==> src/rtl/dmem_pkg.sv <==
// dmem_pkg: shared funct3 codes, FSM state type and byte-enable helpers
// for the memory-stage data access unit and its load formatter.
`default_nettype none

package dmem_pkg;

  localparam logic [2:0] F3_LB  = 3'b000;
  localparam logic [2:0] F3_LH  = 3'b001;
  localparam logic [2:0] F3_LW  = 3'b010;
  localparam logic [2:0] F3_LBU = 3'b100;
  localparam logic [2:0] F3_LHU = 3'b101;
  localparam logic [2:0] F3_SB  = 3'b000;
  localparam logic [2:0] F3_SH  = 3'b001;
  localparam logic [2:0] F3_SW  = 3'b010;

  localparam logic [3:0] BE_BYTE = 4'b0001;
  localparam logic [3:0] BE_HALF = 4'b0011;
  localparam logic [3:0] BE_WORD = 4'b1111;

  typedef enum logic [1:0] {
    IDLE = 2'd0,
    REQ  = 2'd1,
    WAIT = 2'd2,
    RESP = 2'd3
  } dmem_state_t;

  // Access size is funct3[1:0]: 00 byte, 01 half, 10 word.
  function automatic logic [3:0] be_for(input logic [1:0] size, input logic [1:0] lane);
    case (size)
      2'b00:   be_for = BE_BYTE << lane;
      2'b01:   be_for = BE_HALF << {lane[1], 1'b0};
      default: be_for = BE_WORD;
    endcase
  endfunction

endpackage

`default_nettype wire

==> src/rtl/load_format.sv <==
// load_format: selects the addressed byte/half lane of a read word and
// sign- or zero-extends it according to the load funct3.
`default_nettype none

module load_format
  import dmem_pkg::*;
(
  input  logic [31:0] i_rdata,
  input  logic [1:0]  i_lane,
  input  logic [2:0]  i_funct3,
  output logic [31:0] o_result
);

  logic [7:0]  w_byte;
  logic [15:0] w_half;

  always_comb begin
    case (i_lane)
      2'd0:    w_byte = i_rdata[7:0];
      2'd1:    w_byte = i_rdata[15:8];
      2'd2:    w_byte = i_rdata[23:16];
      default: w_byte = i_rdata[31:24];
    endcase
  end

  assign w_half = i_lane[1] ? i_rdata[31:16] : i_rdata[15:0];

  always_comb begin
    case (i_funct3)
      F3_LB:   o_result = {{24{w_byte[7]}}, w_byte};
      F3_LH:   o_result = {{16{w_half[15]}}, w_half};
      F3_LW:   o_result = i_rdata;
      F3_LBU:  o_result = {24'd0, w_byte};
      F3_LHU:  o_result = {16'd0, w_half};
      default: o_result = 32'd0;
    endcase
  end

endmodule

`default_nettype wire

==> src/rtl/dmem_access_unit.sv <==
// dmem_access_unit: M-stage load/store unit driving a req/gnt/rvalid data bus,
// stalling the pipeline while a transaction is outstanding.
`default_nettype none

module dmem_access_unit
  import dmem_pkg::*;
#(
  parameter int unsigned MAX_WAIT = 15
) (
  input  logic        clk,
  input  logic        reset,
  input  logic        MemReadM,
  input  logic        MemWriteM,
  input  logic [2:0]  Funct3M,
  input  logic [31:0] ALUResultM,
  input  logic [31:0] WriteDataM,
  output logic [31:0] ReadDataM,
  output logic        StallMemM,
  output logic        MisalignM,
  output logic        BusErrM,
  output logic        bus_req,
  output logic        bus_we,
  output logic [31:0] bus_addr,
  output logic [3:0]  bus_be,
  output logic [31:0] bus_wdata,
  input  logic        bus_gnt,
  input  logic        bus_rvalid,
  input  logic [31:0] bus_rdata
);

  localparam logic [7:0] c_LIMIT = 8'(MAX_WAIT - 1);

  dmem_state_t r_state, w_next;
  logic        w_access, w_f3_ok, w_misal, w_legal, w_expired, w_tmo;
  logic [3:0]  w_be;
  logic [31:0] w_wdata, w_fmt;
  logic [7:0]  r_cnt;
  logic [2:0]  r_f3;
  logic [1:0]  r_lane;
  logic [31:0] r_rdata, r_bus_addr, r_bus_wdata;
  logic [3:0]  r_bus_be;
  logic        r_bus_req, r_bus_we, r_buserr;

  assign w_access = MemReadM | MemWriteM;

  always_comb begin
    w_f3_ok = 1'b0;
    if (MemReadM && !MemWriteM)
      w_f3_ok = (Funct3M == F3_LB) || (Funct3M == F3_LH) || (Funct3M == F3_LW) ||
                (Funct3M == F3_LBU) || (Funct3M == F3_LHU);
    else if (MemWriteM && !MemReadM)
      w_f3_ok = (Funct3M == F3_SB) || (Funct3M == F3_SH) || (Funct3M == F3_SW);
  end

  assign w_misal = ((Funct3M[1:0] == 2'b01) && ALUResultM[0]) ||
                   ((Funct3M[1:0] == 2'b10) && (ALUResultM[1:0] != 2'b00));
  assign w_legal = w_access && w_f3_ok && !w_misal;
  assign w_be    = be_for(Funct3M[1:0], ALUResultM[1:0]);

  always_comb begin
    case (Funct3M[1:0])
      2'b00:   w_wdata = {4{WriteDataM[7:0]}};
      2'b01:   w_wdata = {2{WriteDataM[15:0]}};
      default: w_wdata = WriteDataM;
    endcase
  end

  assign w_expired = (r_cnt >= c_LIMIT);

  always_ff @(posedge clk or negedge reset) begin
    if (!reset) r_state <= IDLE;
    else        r_state <= w_next;
  end

  // A grant or rvalid in the same cycle as expiry wins over the timeout.
  always_comb begin
    w_next = r_state;
    w_tmo  = 1'b0;
    case (r_state)
      IDLE: if (w_legal) w_next = REQ;
      REQ: begin
        if (bus_gnt)        w_next = r_bus_we ? RESP : WAIT;
        else if (w_expired) begin w_next = RESP; w_tmo = 1'b1; end
      end
      WAIT: begin
        if (bus_rvalid)     w_next = RESP;
        else if (w_expired) begin w_next = RESP; w_tmo = 1'b1; end
      end
      RESP:    w_next = IDLE;
      default: w_next = IDLE;
    endcase
  end

  always_ff @(posedge clk or negedge reset) begin
    if (!reset) begin
      r_cnt       <= 8'd0;
      r_f3        <= 3'd0;
      r_lane      <= 2'd0;
      r_rdata     <= 32'd0;
      r_bus_req   <= 1'b0;
      r_bus_we    <= 1'b0;
      r_bus_addr  <= 32'd0;
      r_bus_be    <= 4'd0;
      r_bus_wdata <= 32'd0;
      r_buserr    <= 1'b0;
    end else begin
      r_bus_req <= (w_next == REQ);
      r_buserr  <= w_tmo;
      if (r_state == IDLE)
        r_cnt <= 8'd0;
      else if (r_state == REQ || r_state == WAIT)
        r_cnt <= r_cnt + 8'd1;
      if (r_state == IDLE && w_legal) begin
        r_f3        <= Funct3M;
        r_lane      <= ALUResultM[1:0];
        r_bus_we    <= MemWriteM;
        r_bus_addr  <= {ALUResultM[31:2], 2'b00};
        r_bus_be    <= w_be;
        r_bus_wdata <= w_wdata;
      end
      if (r_state == WAIT && bus_rvalid)
        r_rdata <= bus_rdata;
    end
  end

  load_format u_load_format (
    .i_rdata  (r_rdata),
    .i_lane   (r_lane),
    .i_funct3 (r_f3),
    .o_result (w_fmt)
  );

  // Gating with reset keeps stall/misalign low while reset is held, even
  // if the pipeline still presents an access.
  assign StallMemM = reset && (((r_state == IDLE) && w_legal) || (r_state == REQ) || (r_state == WAIT));
  assign MisalignM = reset && (r_state == IDLE) && w_access && !w_legal;
  assign BusErrM   = (r_state == RESP) && r_buserr;
  assign ReadDataM = ((r_state == RESP) && !r_buserr) ? w_fmt : 32'd0;

  assign bus_req   = r_bus_req;
  assign bus_we    = r_bus_we;
  assign bus_addr  = r_bus_addr;
  assign bus_be    = r_bus_be;
  assign bus_wdata = r_bus_wdata;

endmodule

`default_nettype wire

==> config.mk <==
export PLATFORM = sky130hd
export DESIGN_NAME = dmem_access_unit
export DESIGN_NICKNAME = d
export VERILOG_FILES = /design/src/rtl/dmem_pkg.sv /design/src/rtl/load_format.sv /design/src/rtl/dmem_access_unit.sv
export SDC_FILE = /design/constraint.sdc
export NUM_CORES = 1
export LEC_CHECK = 0
export ABC_AREA = 1
export BUFFER_PORTS_ARGS = -buffer_cell sky130_fd_sc_hd__buf_4
export CORE_ASPECT_RATIO = 0.75
export CORE_UTILIZATION = 25
export DETAILED_ROUTE_END_ITERATION = 8
export GPL_TIMING_DRIVEN = 0
export HOLD_SLACK_MARGIN = 0.15
export PLACE_DENSITY = 0.43
export SETUP_SLACK_MARGIN = 0.2
export SYNTH_ARGS = -nofsm -noshare
export SYNTH_HDL_FRONTEND = slang
export SYNTH_SLANG_ARGS = --single-unit
export TNS_END_PERCENT = 5
==> constraint.sdc <==
create_clock -name clk -period 2 [get_ports clk]
set_clock_uncertainty 0.15 [all_clocks]
set_input_delay 0.1 -clock clk [delete_from_list [all_inputs] [get_ports clk]]
set_output_delay 0.1 -clock clk [all_outputs]
set_load 0.1 [all_outputs]
==> After elaboration in Yosys (flattened, before gate mapping) <==
Cells that the tools add are included.
{ "word_totals": {"word_cells": 86, "in_bits": 105, "register_bits": 116, "out_inout_bits": 105} }
{ "classes": {"n_shift": 2, "muxes": 20, "n_reduce_logical": 34, "order_cmp": 1, "n_addsub": 1, "n_bitwise": 1, "n_eq_ne": 16} }
{ "ops": {"columns": ["op", "count"], "rows": [
  ["$pmux 32 s5", 1],
  ["$pmux 32 s2", 1],
  ["$mux 32", 1],
  ["$pmux 8 s3", 1],
  ["$mux 16", 1],
  ["$mux 8", 2],
  ["$logic_and 1x1->1", 14],
  ["$eq 3x3->1 const B", 4],
  ["$add 8x1->8 const B", 1],
  ["$eq 2x1->1 const B", 4],
  ["$eq 2x2->1 const B", 4],
  ["$ge 8x4->1 const B", 1],
  ["$logic_or 1x1->1", 8],
  ["$mux 2", 4],
  ["$pmux 2 s4", 1],
  ["$pmux 4 s2", 1],
  ["$eq 3x1->1 const B", 2],
  ["$eq 3x2->1 const B", 2],
  ["$logic_not 2->1", 3],
  ["$logic_not 3->1", 2],
  ["$mux 1", 6],
  ["$logic_not 1->1", 5],
  ["$reduce_bool 2->1", 2],
  ["$shl 1x2->4 const A", 1],
  ["other kinds (3)", 3]
]} }

==> Logic depth before layout (Yosys ltp) <==
{ "depth": {"depth_word": 12, "ltp_mapped": 11, "ltp_nobuf": 10} }

==> By module <==
Synthesis repeated with hierarchy kept, for this count alone.
{ "hier_totals": {"hier_cells": 822, "area_unflattened_um2": 6331.1} }
{ "by_module_without_submodules": {"columns": ["mod", "cells_each", "seq_area_each_um2", "n_inst", "area_per_inst_um2"], "rows": [
  ["dmem_access_unit", 617, 2902.8, 1, 5301.3],
  ["load_format", 205, 0.0, 1, 1029.7]
]} }

==> Worst setup path after synthesis <==
No wires, ideal clock.
{ "synth_timing": {"path_type": "register to output", "from": "register r_state[0]", "to": "output StallMemM", "t_required_ns": 1.750, "slack_ns": -1.299, "path_buffers": 1, "t_arrival_ns": 3.049, "path_stages_with_launch": 6, "path_cell_list": "dfrtp_1 > inv_1 > ha_1 > nand2_2 > buf_6 > a21boi_0"} }
{ "synth_via": {"elab_chain_len": 5, "elab_cells_between_ends": 7, "cone_classes": "eq/ne: 2; reduce/logical: 5"} }
{ "synth_lines": {"columns": ["element", "line_no", "source"], "rows": [
  ["start, declared", "dmem_access_unit.sv:33", "dmem_state_t r_state, w_next;"],
  ["start signal, assigned", "dmem_access_unit.sv:72", "else r_state <= w_next;"],
  ["$logic_not 2->1", "dmem_access_unit.sv:135", "assign StallMemM = reset && (((r_state == IDLE) && w_legal) || (r_state == REQ) || (r_state == WAIT));"],
  ["$logic_and 1x1->1", "dmem_access_unit.sv:135", null],
  ["$logic_or 1x1->1", "dmem_access_unit.sv:135", null],
  ["$logic_or 1x1->1 *", "dmem_access_unit.sv:135", null],
  ["$logic_and 1x1->1 *", "dmem_access_unit.sv:135", null],
  ["end, declared", "dmem_access_unit.sv:18", "output logic StallMemM,"]
]} }
Mark *: on every way between the ends. The rest lies on a longest branch, timed or not.

==> Worst setup path in the final report <==
{ "layout_timing": {"from": "register r_state[0]", "to": "output ReadDataM[8]"} }
{ "layout_via": {"elab_chain_len": 3} }
{ "layout_lines": {"columns": ["element", "line_no", "source"], "rows": [
  ["$eq 2x2->1", "dmem_access_unit.sv:138", "assign ReadDataM = ((r_state == RESP) && !r_buserr) ? w_fmt : 32'd0;"],
  ["$logic_and 1x1->1", "dmem_access_unit.sv:138", null],
  ["$mux 32", "dmem_access_unit.sv:138", null],
  ["end, declared", "dmem_access_unit.sv:17", "output logic [31:0] ReadDataM,"]
]} }
No other way between the ends.

==> results.sh <==
export IMPL_status="complete, but fails checks"
export IMPL_violations="DRC, hold timing, setup timing"
export IMPL_cts_root_buf="clkbuf_16"
export IMPL_rsz0062_at_grt="true"
export IMPL_drtIter0Drc=387
export IMPL_antenna_cells=0
export IMPL_period_share_pct=114
export IMPL_clock_latency_ns=0.43
export IMPL_crit_fanout=10
export IMPL_p_per_area_mw_per_mm2=1870
export IMPL_initial_core_util_pct=25.6
export IMPL_rr_worst_depth=8
export IMPL_hpwl_um=16700
export IMPL_die_area_mm2=0.0243
export IMPL_drv_slew=0
export IMPL_antenna_found_initial=0
export IMPL_route_vias_total=6605
export IMPL_cts_tree="done"
export IMPL_p_leak_uw=0.00522
export IMPL_r2r_end="bus_wdata[22]"
export IMPL_tightest_slew_ns=0.633
export IMPL_required_ns=1.75
export IMPL_clockBufferDepth=2
export IMPL_yosys_warnings=0
export IMPL_area_growth_pct=87.5
export IMPL_placed_area_mm2=0.00835
export IMPL_grt_start_max_net_pins=61
export IMPL_rrSetupSlack_ns=0.12
export IMPL_irDropWorstVdd_v=0.00113
export IMPL_num_rows=48
export IMPL_endpoint_kind="output port"
export IMPL_grt_pass1_wl_um=37700
export IMPL_timing_hold_ws_ns=-0.506
export IMPL_grt_pass1_vias=6614
export IMPL_die_y_um=135
export IMPL_met3_usage_pct=6.08
export IMPL_avgSynthCellArea_um2=7.81
export IMPL_clock_sinks=116
export IMPL_clkTransAtPathRegs_ns=0.06
export IMPL_use_met1_pct=28.8
export IMPL_timing_rr_start="r_state[0]"
export IMPL_setup_worst_path_start_class="register"
export IMPL_hold_viol=116
export IMPL_yosysSeqAreaShare_pct=49.1
export IMPL_h_tree_depth=4
export IMPL_die_w_um=180
export IMPL_cp_data_arrival_time_ns=2.02
export IMPL_hold_path_class="primary input to asynchronous set/reset pin"
export IMPL_gr_usage_met2_pct=30.0
export IMPL_grt_total_usage_pct=20.3
export IMPL_setup_slack_ns=-0.270
export IMPL_first_pass_iters=7
export IMPL_cts_made_buffers=17
export IMPL_period_needed_ns=2.27
export IMPL_utilization_pct=48.0
export IMPL_ios=210
export IMPL_remaining_drc_errors=8
export IMPL_max_slew_margin_pct=57.8
export IMPL_synth_cell_area_mm2=0.00591
export IMPL_drive_gt1_share_pct=35.1
export IMPL_critPathKind="register to output port"
export IMPL_overflow=0
export IMPL_synthCells=757
export IMPL_synth_distinct_cells=34
export IMPL_ant_nets=0
export IMPL_core_mm2=0.0231
export IMPL_stdcell_area_mm2=0.0111
export IMPL_top_usage_layer="met2"
export IMPL_gp_congestion=0.799
export IMPL_max_clock_freq_mhz=440
export IMPL_finalNetCount=1235
export IMPL_synth_seq_cells=116
export IMPL_viasPerCell=4.60
export IMPL_wl_per_cell_um=16.6
export IMPL_finalSetupViolCount=34
export IMPL_drv_cap=0
export IMPL_portBuffers=207
export IMPL_drt_wl_total_um=23900
[what timing repair did]
action                                  4_1_cts  5_1_grt
endpoints found under the setup margin      128      132
pin swaps                                    14       15
hold endpoints to repair                    222      120
gates cloned                                  3        0
gates resized for setup                     171       55
hold buffers                                113        2
setup buffers                                12        9
[routing by layer]
metal	part of all wire, %	up-vias
met5	0	-
met4	1.0	0
met3	6.8	19
met2	44	187
met1	48	3183
li1	-	3216
[kinds of logic (layout without fill, tap and decap cells)]
family                   count (synthesis)  after routing  synth area share, %
flip-flops                             116            116                 49.1
XOR/XNOR                                 1              1                0.148
buffers and inverters                   98            477                 7.17
other                                    1              2               0.0634
adder cells (fa/ha/maj)                  6              6                 1.27
multiplexers                            18             18                 3.43
AO/OA/AOI/OAI                          138            138                 12.2
AND/OR/NAND/NOR                        379            379                 26.6
[power breakdown]
| part | total, uW | leakage, uW | internal, uW | switching [uW] |
|---|---|---|---|---|
| clock network | 3120 | 0.000288 | 1930 | 1190 |
| logic | 13300 | 0.00351 | 3580 | 9690 |
| registers | 4360 | 0.00142 | 3480 | 878 |
[cells in the mapped netlist (all sizes together)]
library cell  count  share of area [%]
clkbuf           23                1.5
nor2             43                2.8
conb              1              0.063
o22ai             1               0.11
inv              51                3.2
nor3b             2               0.25
nand3            75                6.3
nand2           242                 15
o21a              1               0.13
o31ai             1               0.13
o211ai            1               0.13
xor2              1               0.15
nor3              6               0.51
a31oi             2               0.21
and2              1               0.11
o21ai            37                3.1
buf              24                2.5
a21oi            86                7.3
a21boi            2               0.25
o21bai            1               0.13
nand4             9                1.1
dfrtp           116                 49
or2               1               0.11
mux2             18                3.4
a22oi             6               0.76
ha                6                1.3
[cell usage in the layout, fill, tap and decap left out, types with 5 or more instances in the layout]
| cell type | synthesis | final |
|---|---|---|
| nand3_1 | 75 | 73 |
| a21oi_1 | 86 | 51 |
| nand2_2 | 2 | 8 |
| a21oi_2 | 0 | 5 |
| inv_1 | 49 | 40 |
| inv_4 | 0 | 6 |
| buf_6 | 2 | 10 |
| dfrtp_2 | 0 | 6 |
| mux2_2 | 18 | 18 |
| buf_16 | 0 | 5 |
| dlygate4sd3_1 | 0 | 115 |
| nor2_4 | 0 | 7 |
| nand4_1 | 8 | 8 |
| nor2_1 | 42 | 36 |
| clkbuf_1 | 23 | 11 |
| a22oi_1 | 6 | 5 |
| buf_4 | 6 | 195 |
| inv_2 | 2 | 5 |
| clkbuf_8 | 0 | 5 |
| a21oi_4 | 0 | 30 |
| clkbuf_16 | 0 | 18 |
| nand2_1 | 240 | 233 |
| dfrtp_1 | 116 | 110 |
| buf_12 | 0 | 39 |
| o21ai_0 | 35 | 31 |
| buf_2 | 15 | 6 |
[critical path, stage by stage (launching register included)]
cell and delay, ns:
dfrtp_1 0.41, ha_4 0.17, inv_4 0.03, or2_4 0.23
clkbuf_16 0.19, buf_12 0.17, a21oi_4 0.18, buf_12 0.20
[worst max path at each step]
stage	startpoint	end	slack (ns)	depth (start not counted)
after floorplan	r_state[1]	ReadDataM[22]	-0.05	6
after global placement	reset	MisalignM	-0.48	4
after detailed placement	r_f3[1]	ReadDataM[24]	-0.39	9
after CTS	r_state[0]	ReadDataM[8]	-0.27	7
after global routing	r_lane[1]	ReadDataM[24]	-0.33	7
final	r_state[0]	ReadDataM[8]	-0.27	7
[through the flow]
stage / worst slack (ns) / TNS, ns / std cells / hold slack [ns] / power (uW)
6_report: -0.270 / -7.04 / 1437 / -0.506 / 20800
5_1_grt: -0.331 / -9.59 / 1437 / -0.449 / 21800
4_1_cts: -0.274 / -7.83 / 1426 / -0.462 / 20500
3_5_place_dp: -0.388 / -20.15 / 1266 / -0.00574 / 16200
3_3_place_gp: -0.484 / -20.62 / 1265 / 0.185 / 16200
2_1_floorplan: -0.0489 / -1.42 / 758 / -0.346 / 13300
[layout make-up]
class                   instances  area (um2)
inverters                      51         206
fillers                      2270       12000
clock inverters                12         129
clock buffers                  20         467
well taps                     300         375
multi-input cells             544        3140
flip-flops and latches        116        2910
plain buffers                  47         448
repair buffers                347        3420
[registers in the layout, indices dropped and copies added, names as in the netlist, 2 cells and up]
| name | flops |
|---|---|
| bus_wdata | 32 |
| r_cnt | 8 |
| bus_be | 4 |
| r_rdata | 32 |
| r_lane | 2 |
| r_state | 2 |
| r_f3 | 3 |
| bus_addr | 30 |
No activity file was read; power rests on OpenSTA's default activity.
